===== config.mk =====
export PLATFORM = sky130hd
export DESIGN_NAME = uart_cmd_parser
export DESIGN_NICKNAME = d
export VERILOG_FILES = /design/src/rtl/top_md5_pkg.sv /design/src/rtl/uart_cmd_parser_tx_resp_queue.sv /design/src/rtl/uart_cmd_parser.sv
export SDC_FILE = /design/constraint.sdc
export NUM_CORES = 1
export LEC_CHECK = 0
export ABC_AREA = 0
export CAP_MARGIN = 20
export CORE_MARGIN = 5
export CORE_UTILIZATION = 35
export DETAILED_ROUTE_END_ITERATION = 6
export PLACE_DENSITY = 0.6
export SYNTH_ARGS = -nofsm -noshare
export SYNTH_HDL_FRONTEND = slang
export SYNTH_SLANG_ARGS = --single-unit

===== constraint.sdc =====
create_clock -name clk -period 13.7 [get_ports clk]
set_input_delay 2.74 -clock clk [delete_from_list [all_inputs] [get_ports clk]]
set_output_delay 2.74 -clock clk [all_outputs]
set_load 0.01 [all_outputs]

===== src/rtl/top_md5_pkg.sv =====
// Shared opcodes, response values, FSM encoding and sizes for the top_md5
// host command path.
package top_md5_pkg;

  localparam logic [7:0] CMD_SET_HASH_OP   = 8'h01;
  localparam logic [7:0] CMD_SEND_TEXT_OP  = 8'h02;
  localparam logic [7:0] CMD_READ_MATCH_OP = 8'h03;
  localparam logic [7:0] CMD_TEST_OP       = 8'h04;

  localparam logic [7:0] ACK_VAL  = 8'h01;
  localparam logic [7:0] NACK_VAL = 8'h00;

  localparam int unsigned HASH_BYTES = 16;
  localparam int unsigned RESP_MAX   = 16;

  typedef enum logic [2:0] {
    ST_IDLE,
    ST_HASH_RX,
    ST_LEN_MSB,
    ST_LEN_LSB,
    ST_TEXT_RX,
    ST_RESP
  } state_e;

  function automatic logic [RESP_MAX*8-1:0] single_byte(input logic [7:0] b);
    logic [RESP_MAX*8-1:0] r;
    r      = '0;
    r[7:0] = b;
    return r;
  endfunction

endpackage


===== src/rtl/uart_cmd_parser_tx_resp_queue.sv =====
// Response byte queue: loads up to RESP_MAX bytes (byte 0 sent first) and
// serialises them through the tx_start/tx_busy handshake, then pulses done.
module tx_resp_queue
  import top_md5_pkg::*;
(
  input  logic                  clk,
  input  logic                  reset,
  input  logic                  load,
  input  logic [4:0]            load_count,
  input  logic [RESP_MAX*8-1:0] load_data,
  input  logic                  tx_busy,
  output logic                  tx_start,
  output logic [7:0]            tx_data,
  output logic                  done
);

  logic [7:0] buf_q [RESP_MAX];
  logic [7:0] buf_d [RESP_MAX];
  logic [4:0] count_q, count_d;
  logic [4:0] idx_q, idx_d;
  logic       active_q, active_d;
  logic       gap_q, gap_d;
  logic       tx_start_q, tx_start_d;
  logic [7:0] tx_data_q, tx_data_d;
  logic       done_c;

  always_comb begin
    buf_d      = buf_q;
    count_d    = count_q;
    idx_d      = idx_q;
    active_d   = active_q;
    gap_d      = 1'b0;
    tx_start_d = 1'b0;
    tx_data_d  = tx_data_q;
    done_c     = 1'b0;
    if (load) begin
      for (int unsigned i = 0; i < RESP_MAX; i++) buf_d[i] = load_data[8*i +: 8];
      count_d  = load_count;
      idx_d    = '0;
      active_d = 1'b1;
    end else if (active_q && !gap_q) begin
      // gap_q skips one busy sample after each pulse, covering the
      // transmitter's busy-assert latency.
      if (idx_q != count_q) begin
        if (!tx_busy) begin
          tx_start_d = 1'b1;
          tx_data_d  = buf_q[idx_q[3:0]];
          idx_d      = idx_q + 5'd1;
          gap_d      = 1'b1;
        end
      end else begin
        done_c   = 1'b1;
        active_d = 1'b0;
      end
    end
  end

  always_ff @(posedge clk or posedge reset) begin
    if (reset) begin
      for (int unsigned i = 0; i < RESP_MAX; i++) buf_q[i] <= '0;
      count_q    <= '0;
      idx_q      <= '0;
      active_q   <= 1'b0;
      gap_q      <= 1'b0;
      tx_start_q <= 1'b0;
      tx_data_q  <= '0;
    end else begin
      buf_q      <= buf_d;
      count_q    <= count_d;
      idx_q      <= idx_d;
      active_q   <= active_d;
      gap_q      <= gap_d;
      tx_start_q <= tx_start_d;
      tx_data_q  <= tx_data_d;
    end
  end

  assign tx_start = tx_start_q;
  assign tx_data  = tx_data_q;
  assign done     = done_c;

endmodule


===== src/rtl/uart_cmd_parser.sv =====
// Host byte-protocol decoder: SET_HASH, SEND_TEXT, READ_MATCH and TEST
// commands, answered through tx_resp_queue.
module uart_cmd_parser
  import top_md5_pkg::*;
#(
  parameter int unsigned CLK_FREQUENCY  = 100_000_000,
  parameter int unsigned TIMEOUT_CYCLES = 1_000_000,
  parameter logic [7:0]  ACK_BYTE       = ACK_VAL,
  parameter logic [7:0]  NACK_BYTE      = NACK_VAL,
  parameter int unsigned TEST_LEN       = 10
) (
  input  logic         clk,
  input  logic         reset,
  input  logic         rx_ready,
  input  logic [7:0]   rx_data,
  input  logic         tx_busy,
  output logic         tx_start,
  output logic [7:0]   tx_data,
  output logic [127:0] target_hash,
  output logic         hash_valid,
  output logic         text_valid,
  output logic [7:0]   text_data,
  output logic         text_last,
  input  logic         text_ready,
  input  logic         match_found,
  input  logic [15:0]  match_pos
);

  // Counter is wide enough for a full second as well as the configured limit.
  localparam int unsigned TMO_SPAN = (TIMEOUT_CYCLES > CLK_FREQUENCY) ? TIMEOUT_CYCLES : CLK_FREQUENCY;
  localparam int unsigned TMO_W    = $clog2(TMO_SPAN + 1);
  localparam logic [TMO_W-1:0] TMO_LAST = TMO_W'(TIMEOUT_CYCLES - 1);
  localparam int unsigned SHIFT_W  = (HASH_BYTES - 1) * 8;

  state_e               state_q, state_d;
  logic [SHIFT_W-1:0]   shift_q, shift_d;
  logic [3:0]           byte_cnt_q, byte_cnt_d;
  logic [15:0]          len_q, len_d;
  logic [15:0]          text_cnt_q, text_cnt_d;
  logic                 err_q, err_d;
  logic [TMO_W-1:0]     tmo_q, tmo_d;
  logic [127:0]         target_hash_q, target_hash_d;
  logic                 hash_valid_q, hash_valid_d;
  logic                 text_valid_q, text_valid_d;
  logic [7:0]           text_data_q, text_data_d;
  logic                 text_last_q, text_last_d;

  logic                  timeout;
  logic                  q_load, q_done;
  logic [4:0]            q_count;
  logic [RESP_MAX*8-1:0] q_data;
  logic [15:0]           len_new;

  always_comb begin
    state_d       = state_q;
    shift_d       = shift_q;
    byte_cnt_d    = byte_cnt_q;
    len_d         = len_q;
    text_cnt_d    = text_cnt_q;
    err_d         = err_q;
    tmo_d         = tmo_q;
    target_hash_d = target_hash_q;
    hash_valid_d  = hash_valid_q;
    text_valid_d  = 1'b0;
    text_data_d   = text_data_q;
    text_last_d   = 1'b0;
    timeout       = 1'b0;
    q_load        = 1'b0;
    q_count       = '0;
    q_data        = '0;
    len_new       = {len_q[15:8], rx_data};

    if (text_valid_q && !text_ready) err_d = 1'b1;

    if (state_q inside {ST_HASH_RX, ST_LEN_MSB, ST_LEN_LSB, ST_TEXT_RX}) begin
      if (rx_ready)              tmo_d = '0;
      else if (tmo_q == TMO_LAST) timeout = 1'b1;
      else                        tmo_d = tmo_q + 1'b1;
    end else begin
      tmo_d = '0;
    end

    case (state_q)
      ST_IDLE: begin
        err_d      = 1'b0;
        byte_cnt_d = '0;
        text_cnt_d = '0;
        if (rx_ready) begin
          case (rx_data)
            CMD_SET_HASH_OP:  state_d = ST_HASH_RX;
            CMD_SEND_TEXT_OP: state_d = ST_LEN_MSB;
            CMD_READ_MATCH_OP: begin
              q_load       = 1'b1;
              q_count      = 5'd3;
              q_data[7:0]  = {7'b0, match_found};
              q_data[15:8] = match_pos[15:8];
              q_data[23:16] = match_pos[7:0];
              state_d      = ST_RESP;
            end
            CMD_TEST_OP: begin
              q_load  = 1'b1;
              q_count = 5'(TEST_LEN);
              for (int unsigned i = 0; i < TEST_LEN; i++) q_data[8*i +: 8] = 8'(TEST_LEN - i);
              state_d = ST_RESP;
            end
            default: ;
          endcase
        end
      end
      ST_HASH_RX: begin
        if (timeout) begin
          q_load = 1'b1; q_count = 5'd1; q_data = single_byte(NACK_BYTE);
          state_d = ST_RESP;
        end else if (rx_ready) begin
          shift_d    = {shift_q[SHIFT_W-9:0], rx_data};
          byte_cnt_d = byte_cnt_q + 4'd1;
          if (byte_cnt_q == 4'(HASH_BYTES - 1)) begin
            target_hash_d = {shift_q, rx_data};
            hash_valid_d  = 1'b1;
            q_load = 1'b1; q_count = 5'd1; q_data = single_byte(ACK_BYTE);
            state_d = ST_RESP;
          end
        end
      end
      ST_LEN_MSB: begin
        if (timeout) begin
          q_load = 1'b1; q_count = 5'd1; q_data = single_byte(NACK_BYTE);
          state_d = ST_RESP;
        end else if (rx_ready) begin
          len_d[15:8] = rx_data;
          state_d     = ST_LEN_LSB;
        end
      end
      ST_LEN_LSB: begin
        if (timeout) begin
          q_load = 1'b1; q_count = 5'd1; q_data = single_byte(NACK_BYTE);
          state_d = ST_RESP;
        end else if (rx_ready) begin
          len_d = len_new;
          if (len_new == '0) begin
            q_load = 1'b1; q_count = 5'd1; q_data = single_byte(ACK_BYTE);
            state_d = ST_RESP;
          end else begin
            state_d = ST_TEXT_RX;
          end
        end
      end
      ST_TEXT_RX: begin
        // The verdict waits for the final byte's own ready sample.
        if (text_valid_q && text_last_q) begin
          q_load  = 1'b1;
          q_count = 5'd1;
          q_data  = single_byte((err_q || !text_ready) ? NACK_BYTE : ACK_BYTE);
          state_d = ST_RESP;
        end else if (timeout) begin
          q_load = 1'b1; q_count = 5'd1; q_data = single_byte(NACK_BYTE);
          state_d = ST_RESP;
        end else if (rx_ready && text_cnt_q != len_q) begin
          text_valid_d = 1'b1;
          text_data_d  = rx_data;
          text_cnt_d   = text_cnt_q + 16'd1;
          text_last_d  = (text_cnt_q + 16'd1 == len_q);
        end
      end
      ST_RESP: begin
        if (q_done) state_d = ST_IDLE;
      end
      default: state_d = ST_IDLE;
    endcase
  end

  always_ff @(posedge clk or posedge reset) begin
    if (reset) begin
      state_q       <= ST_IDLE;
      shift_q       <= '0;
      byte_cnt_q    <= '0;
      len_q         <= '0;
      text_cnt_q    <= '0;
      err_q         <= 1'b0;
      tmo_q         <= '0;
      target_hash_q <= '0;
      hash_valid_q  <= 1'b0;
      text_valid_q  <= 1'b0;
      text_data_q   <= '0;
      text_last_q   <= 1'b0;
    end else begin
      state_q       <= state_d;
      shift_q       <= shift_d;
      byte_cnt_q    <= byte_cnt_d;
      len_q         <= len_d;
      text_cnt_q    <= text_cnt_d;
      err_q         <= err_d;
      tmo_q         <= tmo_d;
      target_hash_q <= target_hash_d;
      hash_valid_q  <= hash_valid_d;
      text_valid_q  <= text_valid_d;
      text_data_q   <= text_data_d;
      text_last_q   <= text_last_d;
    end
  end

  tx_resp_queue u_tx_resp_queue (
    .clk        (clk),
    .reset      (reset),
    .load       (q_load),
    .load_count (q_count),
    .load_data  (q_data),
    .tx_busy    (tx_busy),
    .tx_start   (tx_start),
    .tx_data    (tx_data),
    .done       (q_done)
  );

  assign target_hash = target_hash_q;
  assign hash_valid  = hash_valid_q;
  assign text_valid  = text_valid_q;
  assign text_data   = text_data_q;
  assign text_last   = text_last_q;

endmodule


After elaboration in Yosys (flattened, before gate mapping). Index checks and enable logic that the tools add are counted.

Bits in registers: 474. Bits of input ports: 30. Output and inout bits: 148. Logic and storage cells: 194.

Add/sub/neg operators: 4. Order comparisons: 1. Equal/unequal tests: 30. Multiplexer cells: 92. Bitwise operators: 6. Reduce and logical (&&, ||, !) cells: 27.

Operators by type and width (number): $pmux 80 s4 (1); $mux 128 (2); $pmux 48 s3 (1); $mux 27 (3); $mux 73 (1); $mux 49 (1); $mux 16 (3); $pmux 24 s2 (1); $mux 1 (47); $mux 3 (11); $bmux 8 s4 (1); $mux 8 (4); $pmux 16 s2 (1); $add 27x1->27 const B (1); $eq 27x20->1 const B (1); $mux 5 (5); $pmux 5 s5 (1); $reduce_and 4->1 (5); $pmux 3 s6 (1); $add 16x1->16 const B (1); $eq 16x16->1 (1); $eq 8x2->1 const B (2); $logic_not 16->1 (1); $ne 16x16->1 (1); 32 further kinds (63).

Logic depth before layout (Yosys ltp). Gate-level depths: netlist of the first run.

Word-level depth: 10. Gate-level depth with buffers: 10. Gate-level depth less buffers: 7.

Cells and area by module. From an unflattened synthesis of the first run, not the netlist that was laid out.

Cell total of the unflattened synthesis: 1433. Area, all modules: 20405.8 um^2.

By module, submodules not included: uart_cmd_parser (times used 1, cells an instance 1025, area an instance 13763.2 um^2); tx_resp_queue (times used 1, cells an instance 408, area an instance 6642.6 um^2).

Worst setup path after synthesis of the first run. Ideal clock, no wire load.

Path type: in2reg. From: in rx_ready. To: reg u_tx_resp_queue.tx_data_q[0] (netlist: u_tx_resp_queue.tx_data[0]). Library setup time: 0.125 ns. Data arrival time: 4.318 ns. Required time: 13.575 ns. Path slack: 9.257 ns. Cell stages on the path: 6. Buffers on the path: 1. Path through: or3b_1 clkbuf_1 nor3_4 a211oi_1 nand2_1 mux2_2.

Word-level cells in the longest chain between the ends: 7. Elaborated cells between the ends (all ways): 12. Classes of those cells: mux (10); bitwise (1); reduce/logical (1).

Ends and longest elaborated chain: start, declared (RTL line uart_cmd_parser.sv:14) `input logic rx_ready,`; $mux 1 (RTL line uart_cmd_parser.sv:76) `if (rx_ready) tmo_d = '0;`; $mux 1 (RTL line uart_cmd_parser.sv:75) `if (state_q inside {ST_HASH_RX, ST_LEN_MSB, ST_LEN_LSB, ST_TEXT_RX}) begin`; $mux 1 (RTL line uart_cmd_parser.sv:126, uart_cmd_parser.sv:155); $mux 1 (RTL line uart_cmd_parser.sv:150) `if (text_valid_q && text_last_q) begin`; $pmux 1 s5 (*) (RTL line uart_cmd_parser.sv:83) `case (state_q)`; $not 1->1 (no line) (*); $reduce_and 4->1 (no line) (*); end signal, assigned (RTL line uart_cmd_parser_tx_resp_queue.sv:74) `tx_data_q <= tx_data_d;`; end, declared (RTL line uart_cmd_parser_tx_resp_queue.sv:24) `logic [7:0] tx_data_q, tx_data_d;`.

Mark *: on every way between the ends. The rest lies on a longest branch, timed or not. A chain may end at the register's enable or synchronous reset.

Final worst setup path of the first run.
From: in rx_ready. To: reg target_hash_q[118] (netlist: target_hash[118]).

Word-level cells in the longest chain between the ends: 4.

Ends and longest elaborated chain: $mux 1 (RTL line uart_cmd_parser.sv:76); $mux 1 (RTL line uart_cmd_parser.sv:75); $not 1->1 (no line); $reduce_and 4->1 (no line) (*); end signal, assigned (RTL line uart_cmd_parser.sv:194) `target_hash_q <= target_hash_d;`; end, declared (RTL line uart_cmd_parser.sv:42) `logic [127:0] target_hash_q, target_hash_d;`.

Marked as above.

==> results of run 1 <==
==> worst max path at each step <==
stage,startpoint,end,slack [ns],cells after the start
floorplan,reset,byte_cnt_q[0],0.91,1
global placement,rx_ready,target_hash[118],7.69,7
detailed placement,rx_ready,target_hash[118],7.64,7
CTS,rx_ready,target_hash[118],8.25,7
global route,rx_ready,target_hash[97],7.99,7
finish,rx_ready,target_hash[118],8.22,7
==> cell families after synthesis <==
| family | Yosys count | share of synthesized area (%) |
|---|---|---|
| xor+xnor | 58 | 3.335 |
| mux | 35 | 2.571 |
| flops | 362 | 59.47 |
| simple gates | 975 | 26.46 |
| buf+inv | 104 | 2.678 |
| fa+ha+maj | 4 | 0.3286 |
| compound gates | 114 | 5.159 |
==> flip-flops by register name, indices dropped and copies added, names as in the netlist <==
register / cells
state_q: 3
target_hash: 128
len_q: 16
u_tx_resp_queue.gap_q: 1
u_tx_resp_queue.active_q: 1
text_cnt_q: 16
tmo_q: 27
u_tx_resp_queue.buf_q: 18
shift_q: 120
u_tx_resp_queue.tx_data: 8
text_last: 1
text_data: 8
byte_cnt_q: 4
hash_valid: 1
err_q: 1
u_tx_resp_queue.count_q: 3
text_valid: 1
u_tx_resp_queue.idx_q: 5
==> cell usage in the layout, fill, tap and decap left out, drive strengths merged, types with 17 or more instances in the layout <==
cell type      netlist  routed
o21ai               26      26
xnor2               26      26
xor2                32      32
clkbuf              81      57
nor3                17      17
nand3               21      21
mux2                33      33
a22o                17      17
clkdlybuf4s50        0     177
nand2              780     780
dfrtp              362     362
nand4               18      18
nor2                62      62
a21oi               22      22
inv                 15      17
==> layer usage <==
layer | track usage (%) | vias to the layer above
li1 | - | 5613
met5 | 0 | -
met4 | 4.522 | 0
met3 | 3.006 | 52
met1 | 22.73 | 5797
met2 | 26.63 | 203
==> final cells by class <==
type	instances	area, um2	area share, %
Clock buffer	57	1167	6.143
Clock inverter	17	254.0	1.337
Inverter	15	63.81	0.3358
Multi-Input combinational cell	1186	5808	30.56
Sequential cell	362	9059	47.67
Tap cell	585	732.0	3.852
Timing Repair Buffer	189	1919	10.10
==> through the flow <==
stage	utilization (%)	hold WS [ns]	setup WS, ns	area, um2	total power [mW]
detailed placement	40.66	0.4593	7.643	17510	1.863
global placement	40.66	0.4557	7.691	17510	1.847
CTS	43.96	0.4734	8.251	18940	3.038
floorplan	-	0.4386	0.9130	15230	1.688
finish	44.12	0.4668	8.223	19000	3.004
global route	44.12	0.4914	7.993	19000	3.171
==> power by group through the flow <==
stage                     Combinational [mW]  Sequential, mW  Clock (mW)
final                                  0.461            1.39        1.16
after global routing                   0.528            1.41        1.23
after CTS                              0.464            1.39        1.19
after detailed placement               0.462            1.40           0
after global placement                 0.450            1.40           0
after floorplan                        0.351            1.34           0
==> critical path: stages <==
cell and delay [ns]:
clkdlybuf4s50_1 0.76, nor4bb_4 0.40, buf_4 0.34, and2_4 0.60
buf_4 0.78, nand2_1 0.16, nand2_1 0.10
==> results.md, run 1 <==
- Outcome: completed
- Tcrit/Tclk final: 39.97%
- H-Tree Depth: 2
- Period minus WS final: 5.477 ns
- Post-synth EDFFs: 0
- Final nets: 1830
- Final slew viol count: 0
- Sequential fraction of the synthesis area: 59.47%
- Power Density: 158.1 nW/um2
- Post-CTS Repair Setup Buffers: 0
- Leakage power: 9.553 nW
- Total global-route track usage: 16.40%
- Rows: 76
- Chip height: 218.6 um
- WS Path Type: input pin to flop
- Clk sinks: 362
- Critical Path Source Type: input pin
- Sw Share: 29.99%
- Setup_tns: 0 ns
- Final setup vio count: 0
- WHS Endpoint: target_hash[127]
- Logic pwr share: 15.3%
- Die Wd: 218.6 um
- RSZ-0062 raised after global routing: no
- Post-synth top cells: nand2_1 (780), dfrtp_1 (362), clkbuf_1 (81), nor2_1 (62), mux2_2 (33)
- Clock skew: 0.01457 ns
- Max-Cap Viols: 0
- DR vias/cell: 4.838
- DRT met1 WL: 18040 um
- Initial drt markers: 793
- Clk slew on worst S/H paths: 0.06 ns
- Share of layout cells above drive strength 1: 7.065%
- Initial antenna violation count: 0
- Sw Pwr: 0.9010 mW
- Post-Syn Instances: 1652
- Io pins: 178
- Power share of the clock group: 38.5%
- Placed Cells: 2334
- HP Class: flop to flop
- Root Driver: clkbuf_16
- GP Congestion: 0.8905
- CP max FO: 75
- Netlist Area Pre-Place: 15230 um2
- Met3 Wirelength: 1516 um
- Post-DR wirelength/cell: 16.22 um
- Max Used Layer: met4
- R2r worst-path depth: 7
- Worst-skew pair later-pin latency: 0.57 ns
- CORE AREA: 43080 um2
- Starting density of the core: 35.36%
- Final Hold Viols: 0
- Worst slew margin: 29.67%
- Cell variety after synth: 62
- Largest net degree at the start of global routing: 190
- Post-route ant nets: 0
- CTS buffer count: 42
- Hold-fix buffers at CTS: 0
- Synth top area cells: dfrtp_1 (59%), nand2_1 (19%), mux2_2 (2.4%)
- Syn_area_per_cell: 9.220 um2
- DRT Pass-1 Iters: 4
- Top cell type by total area after synthesis: dfrtp_1
- Antenna cells: 0
- Total congestion overflow: 0
- Fillcell total: 4174
- Asr flop ratio synth: 100.0%
- Total Routed Length: 39100 um
- CTS tree: built
- Met2 WL: 18780 um
- R2R Setup Slk: 10.38 ns
- DR DRC count: 0
- Cell with the most instances after synthesis: nand2_1
- Hold depth: 2
- Worst Hold Launch: shift_q[119]
- Pint: 2.103 mW
- FF-to-FF End: u_tx_resp_queue.tx_data[2]
- Port Buffers: 177
- Synth Flop Type: dfrtp_1
- Reg-to-Reg Start: state_q[2]
- DR vias: 11670
- Yosys top cell area share: 59.47%
- Nature of the critical path endpoint: flop
- Non-Filler Instances: 2411
- Longest Clk Path Bufs: 3
- Area Overhead vs Synth: 24.76%
- Reg power frac: 46.2%
- Vias in the first global route: 11640
- Detailed placer's ending HPWL: 24290 um
- Worst-Margin Slew: 1.055 ns
- Worst Path Required: 14.20 ns
- Peak supply drop: 0.09309 mV
- Die area: 47790 um2
- Mapped Nets: 1686
- Synthesis Warnings: 0
- FF+latch count, synth: 362
- Worst path arrival time: 5.97 ns
- Global-route wire length before repair: 64150 um
- FMAX: 182.6 MHz
- # resized after CTS: 0
Power figures use the tool's default switching activity.
==> inputs of run 2 (changes only) <==
==> constraint.sdc (replaced) <==
create_clock -name clk -period 5.46 [get_ports clk]
set_input_delay 1.092 -clock clk [delete_from_list [all_inputs] [get_ports clk]]
set_output_delay 1.092 -clock clk [all_outputs]
set_load 0.01 [all_outputs]
==> run 2 against run 1 <==
Effect of this change:
- clock skew up 0.00066 ns
- combinational power up 150%
- sequential cell count unchanged
- die area unchanged
- non-clock buffer count up 1
- hold slack better by 0.0055 ns
- via count down 0.50%
- worst setup slack worse by 6.5 ns
- global-route usage about the same
- highest routed layer unchanged
==> results.md, run 2 (synthesis results as in run 1) <==
- Sw Share: 29.94%
- Clk slew on worst S/H paths: 0.06 ns
- Hold-fix buffers at CTS: 0
- Total Routed Length: 39120 um
- DR DRC count: 0
- Setup WS pre-CTS: 1.125 ns
- Worst-Margin Slew: 1.081 ns
- Share of layout cells above drive strength 1: 6.947%
- Chip height: 218.6 um
- Worst path arrival time: 4.26 ns
- Initial drt markers: 751
- Clock skew: 0.01523 ns
- DR vias/cell: 4.810
- Vias in the first global route: 11720
- Rows: 76
- Max-Cap Viols: 0
- CTS tree: built
- Post-route ant nets: 0
- Worst-skew pair later-pin latency: 0.54 ns
- WS Path Type: input pin to flop
- Area Overhead vs Synth: 24.15%
- Fillcell total: 4135
- Outcome: completed
- Multi-input logic area: 5808 um2
- Nature of the critical path endpoint: flop
- Most common cell after layout, fill and taps aside: nand2_1
- Final slew viol count: 0
- Sw Pwr: 2.204 mW
- Reg power frac: 47.3%
- CP peak stage delay: 0.74 ns
- Non-Filler Instances: 2413
- Crit-path cells: clkdlybuf4s50_1 > nor4bb_4 > buf_4 > and2_4 > buf_4 > nand2_1 > nand2_1
- DR vias: 11610
- Worst slew margin: 27.91%
- # resized after CTS: 0
- Die area: 47790 um2
- Clk sinks: 362
- Initial antenna violation count: 0
- Port Buffers: 177
- Power share of the clock group: 37.1%
- Most frequent cells in the layout: nand2_1 (778), dfrtp_1 (362), clkdlybuf4s50_1 (177), nor2_1 (62), clkbuf_16 (43)
- Detailed placer's ending HPWL: 25120 um
- R2R Setup Slk: 2.29 ns
- Register area: 9059 um2
- RSZ-0062 raised after global routing: no
- Final setup vio count: 0
- Power Density: 389.3 nW/um2
- H-Tree Depth: 2
- R2r worst-path depth: 10
- Final Hold Viols: 0
- Crit-path slowest cell: clkdlybuf4s50_1
- Final nets: 1831
- Antenna cells: 0
- Die Wd: 218.6 um
- Total global-route track usage: 16.35%
- Total congestion overflow: 0
- Post-CTS Repair Setup Buffers: 0
- FMAX: 264.4 MHz
- Placed Cells: 2338
- Root Driver: clkbuf_16
- Tcrit/Tclk final: 69.27%
- GP Congestion: 0.8472
- Worst setup margin: 1.678 ns
- Largest net degree at the start of global routing: 167
- Hold depth: 2
- CTS buffer count: 42
- Total power: 7.362 mW
- Worst Path Required: 5.94 ns
- Reg-to-Reg Start: state_q[2]
- Global-route wire length before repair: 63780 um
- Worst Hold Launch: target_hash[54]
- Logic pwr share: 15.6%
- Critical Path Source Type: input pin
- FF-to-FF End: u_tx_resp_queue.tx_data[4]
- HP Class: flop to flop
- WHS Endpoint: target_hash[54]
- Pint: 5.158 mW
- Longest Clk Path Bufs: 3
- Period minus WS final: 3.782 ns
- Io pins: 178
- Largest register FFs: 128
- Leakage power: 9.499 nW
- Starting density of the core: 35.36%
- Peak supply drop: 0.1876 mV
- Crit. Startpoint: rx_ready
- CORE AREA: 43080 um2
- Post-DR wirelength/cell: 16.21 um
- DRT Pass-1 Iters: 5
- CP max FO: 63
[run 2: cell count changes in the layout (fill, tap and decap cells not counted)]
cell,change
inv_16,-2
clkbuf_1,+4
inv_6,+1
clkinv_4,+1
clkbuf_16,+1
buf_4,+2
buf_16,-1
clkinv_8,-1
clkinvlp_4,+2
clkbuf_8,+4
inv_8,-1
clkinv_2,-4
bufinv_16,-4
[run 2: power groups by stage]
stage / combinational [mW] / clock, mW / sequential [mW]
after global routing: 1.31 / 2.93 / 3.55
after global placement: 1.13 / 0 / 3.52
after floorplan: 0.882 / 0 / 3.35
final: 1.15 / 2.73 / 3.48
after detailed placement: 1.16 / 0 / 3.52
after CTS: 1.16 / 2.83 / 3.48
[run 2: worst max-delay path by stage]
| stage | endpoint | slack [ns] |
|---|---|---|
| 2_1_floorplan | byte_cnt_q[0] | -0.49 |
| 3_3_place_gp | target_hash[111] | 1.19 |
| 3_5_place_dp | target_hash[105] | 1.12 |
| 4_1_cts | target_hash[105] | 1.71 |
| 5_1_grt | u_tx_resp_queue.tx_data[4] | 1.42 |
| 6_report | target_hash[105] | 1.68 |
[run 2: metrics by stage]
stage / util, % / hold slack [ns] / setup TNS [ns] / instance area, um2
floorplan: - / 0.4386 / -176.02 / 15240
global route: 43.90 / 0.4923 / 0 / 18910
CTS: 43.90 / 0.4760 / 0 / 18910
detailed placement: 40.78 / 0.4620 / 0 / 17570
finish: 43.90 / 0.4724 / 0 / 18910
global placement: 40.78 / 0.4512 / 0 / 17570
[run 2: critical path: cells and delay by family]
kind                   cells  cell delay, ns
buffers and inverters      3            1.74
and+or+nand+nor            4            1.33
[run 2: final cells by class]
| cell class | count | area share [%] |
|---|---|---|
| clock inverters | 9 | 0.4367 |
| inverters | 15 | 0.3176 |
| well taps | 585 | 3.871 |
| flip-flops and latches | 362 | 47.90 |
| clock buffers | 66 | 6.676 |
| multi-input cells | 1186 | 30.71 |
| repair buffers | 190 | 10.08 |
[run 2: routing by layer]
metal | up-vias | GRT usage [%] | share of wire (%)
met2 | 229 | 25.99 | 47
met5 | - | 0 | 0
met1 | 5702 | 22.96 | 47
li1 | 5618 | - | -
met3 | 58 | 2.951 | 4.2
met4 | 0 | 5.045 | 2.2
==> inputs of run 3 (changes only) <==
--- a/config.mk
+++ b/config.mk
@@ -10,7 +10,7 @@
 export CORE_MARGIN = 5
 export CORE_UTILIZATION = 35
 export DETAILED_ROUTE_END_ITERATION = 6
-export PLACE_DENSITY = 0.6
+export PLACE_DENSITY = 0.62
 export SYNTH_ARGS = -nofsm -noshare
 export SYNTH_HDL_FRONTEND = slang
 export SYNTH_SLANG_ARGS = --single-unit
==> constraint.sdc (replaced) <==
create_clock -name clk -period 3.2 [get_ports clk]
set_input_delay 0.64 -clock clk [delete_from_list [all_inputs] [get_ports clk]]
set_output_delay 0.64 -clock clk [all_outputs]
set_load 0.01 [all_outputs]
==> run 3 against run 2 <==
Effect of this change:
- worst setup slack lost 1.2 ns
- clock skew up 0.0090 ns
- final cell count grew 1.5%
- largest cell class unchanged
==> results.md, run 3 (synthesis results as in run 1) <==
- Nature of the critical path endpoint: flop
- Critical Path Source Type: flop
- FF-to-FF End: state_q[2]
- Die area: 47790 um2
- Port Buffers: 177
- Worst slew margin: 54.47%
- Post-route ant nets: 0
- Worst Path Required: 3.68 ns
- Hold-fix buffers at CTS: 0
- R2R Setup Slk: 0.49 ns
- CP max FO: 8
- Worst-skew pair later-pin latency: 0.58 ns
- Final setup vio count: 0
- Total Routed Length: 39680 um
- GP Congestion: 0.8499
- CP peak stage delay: 0.64 ns
- CTS buffer count: 41
- FMAX: 368.9 MHz
- DRT Pass-1 Iters: 5
- R2r worst-path depth: 6
- Crit-path cells: or4b_1 > or4_4 > or4_4 > o21ai_2 > a21oi_1 > o31ai_2
- Longest Clk Path Bufs: 3
- Share of layout cells above drive strength 1: 9.018%
- DR vias: 11740
- Tcrit/Tclk final: 84.71%
- Peak supply drop: 0.3545 mV
- Leakage power: 9.760 nW
- Area Overhead vs Synth: 27.47%
- Total congestion overflow: 0
- Clk slew on worst S/H paths: 0.06 ns
- Final nets: 1865
- Reg-to-Reg Start: tmo_q[7]
- WS Path Type: flop to flop
- Final Hold Viols: 0
- Crit-path slowest cell: or4_4
- Root Driver: clkbuf_16
- Global-route wire length before repair: 65400 um
- Initial antenna violation count: 0
- DR DRC count: 0
- Total global-route track usage: 16.81%
- RSZ-0062 raised after global routing: no
- Most frequent cells in the layout: nand2_1 (778), dfrtp_1 (362), clkdlybuf4s50_1 (177), nor2_1 (62), clkbuf_16 (41)
- Largest net degree at the start of global routing: 130
- Design Area, Final: 19420 um2
- HP Class: flop to flop
- Antenna cells: 0
- CTS tree: built
- Detailed placer's ending HPWL: 26310 um
- Post-DP Area: 17950 um2
- WHS Endpoint: target_hash[108]
- Power Density: 672.0 nW/um2
- Setup WS pre-CTS: 0.1190 ns
- Outcome: completed
- Die Wd: 218.6 um
- Worst path arrival time: 3.19 ns
- Clock skew: 0.02422 ns
- Io pins: 178
- Most common cell after layout, fill and taps aside: nand2_1
- H-Tree Depth: 2
- Chip height: 218.6 um
- Clk sinks: 362
- Post-CTS Repair Setup Buffers: 0
- Period minus WS final: 2.711 ns
- Max-Cap Viols: 0
- DR vias/cell: 4.796
- Initial drt markers: 989
- Largest register FFs: 128
- Worst setup margin: 0.4893 ns
- Starting density of the core: 35.36%
- # resized after CTS: 0
- Hold depth: 2
- Worst-Margin Slew: 0.6815 ns
- Final slew viol count: 0
- Critical path's most frequent cell: or4_4
- Vias in the first global route: 11980
- Rows: 76
- CORE AREA: 43080 um2
- Setup_tns: 0 ns
- Worst Hold Launch: target_hash[108]
- Post-DR wirelength/cell: 16.21 um
[run 3: cell types whose count changed in the layout (fill, tap and decap cells not counted), sizes merged]
cell | previous run | this run
clkinv | 5 | 7
clkbuf | 66 | 56
clkinvlp | 3 | 6
inv | 15 | 16
bufinv | 1 | 5
buf | 13 | 48
[run 3: how the worst max path moves through the flow]
stage | slack, ns | startpoint | to | cells past startpoint
floorplan | -2.29 | reset | byte_cnt_q[0] | 1
global route | 0.33 | tmo_q[21] | state_q[2] | 6
CTS | 0.48 | tmo_q[21] | state_q[2] | 6
detailed placement | 0.12 | rx_data[4] | u_tx_resp_queue.buf_q[115] | 8
finish | 0.49 | tmo_q[7] | state_q[2] | 6
global placement | 0.02 | rx_data[4] | u_tx_resp_queue.buf_q[112] | 8
[run 3: stage by stage]
stage               std cells  util, %  total power, mW  hold slack, ns
floorplan                1652        -            7.226          0.4386
global placement         2373    41.67            8.021          0.4580
detailed placement       2373    41.67            8.088          0.4516
CTS                      2448    45.07            13.21          0.4727
global route             2448    45.07            13.76          0.4857
finish                   2448    45.07            13.05          0.4719
[run 3: critical path, delay by kind of cell (launching register included)]
kind | cells | cell delay, ns
compound gates | 3 | 0.46
flops | 1 | 0.41
simple gates | 3 | 1.76
[run 3: routing by layer]
metal | vias to the layer above | global-route usage (%) | part of all wire, %
met5 | - | 0 | 0
met4 | 0 | 4.919 | 2.6
met3 | 61 | 3.117 | 4.2
met2 | 219 | 27.22 | 47
met1 | 5777 | 23.23 | 46
li1 | 5684 | - | -
[run 3: final cells by class]
cell class,instances,area [um2]
Fill cell,4098,23660
Sequential cell,362,9059
Multi-Input combinational cell,1186,5803
Timing Repair Buffer,225,2295
Clock buffer,56,1172
Tap cell,585,732.0
Clock inverter,19,295.3
Inverter,15,60.06
[run 3: where the power goes]
part | internal (mW) | switching (mW)
clock | 3.02 | 2.03
sequential | 5.24 | 0.670
combinational | 0.844 | 1.25
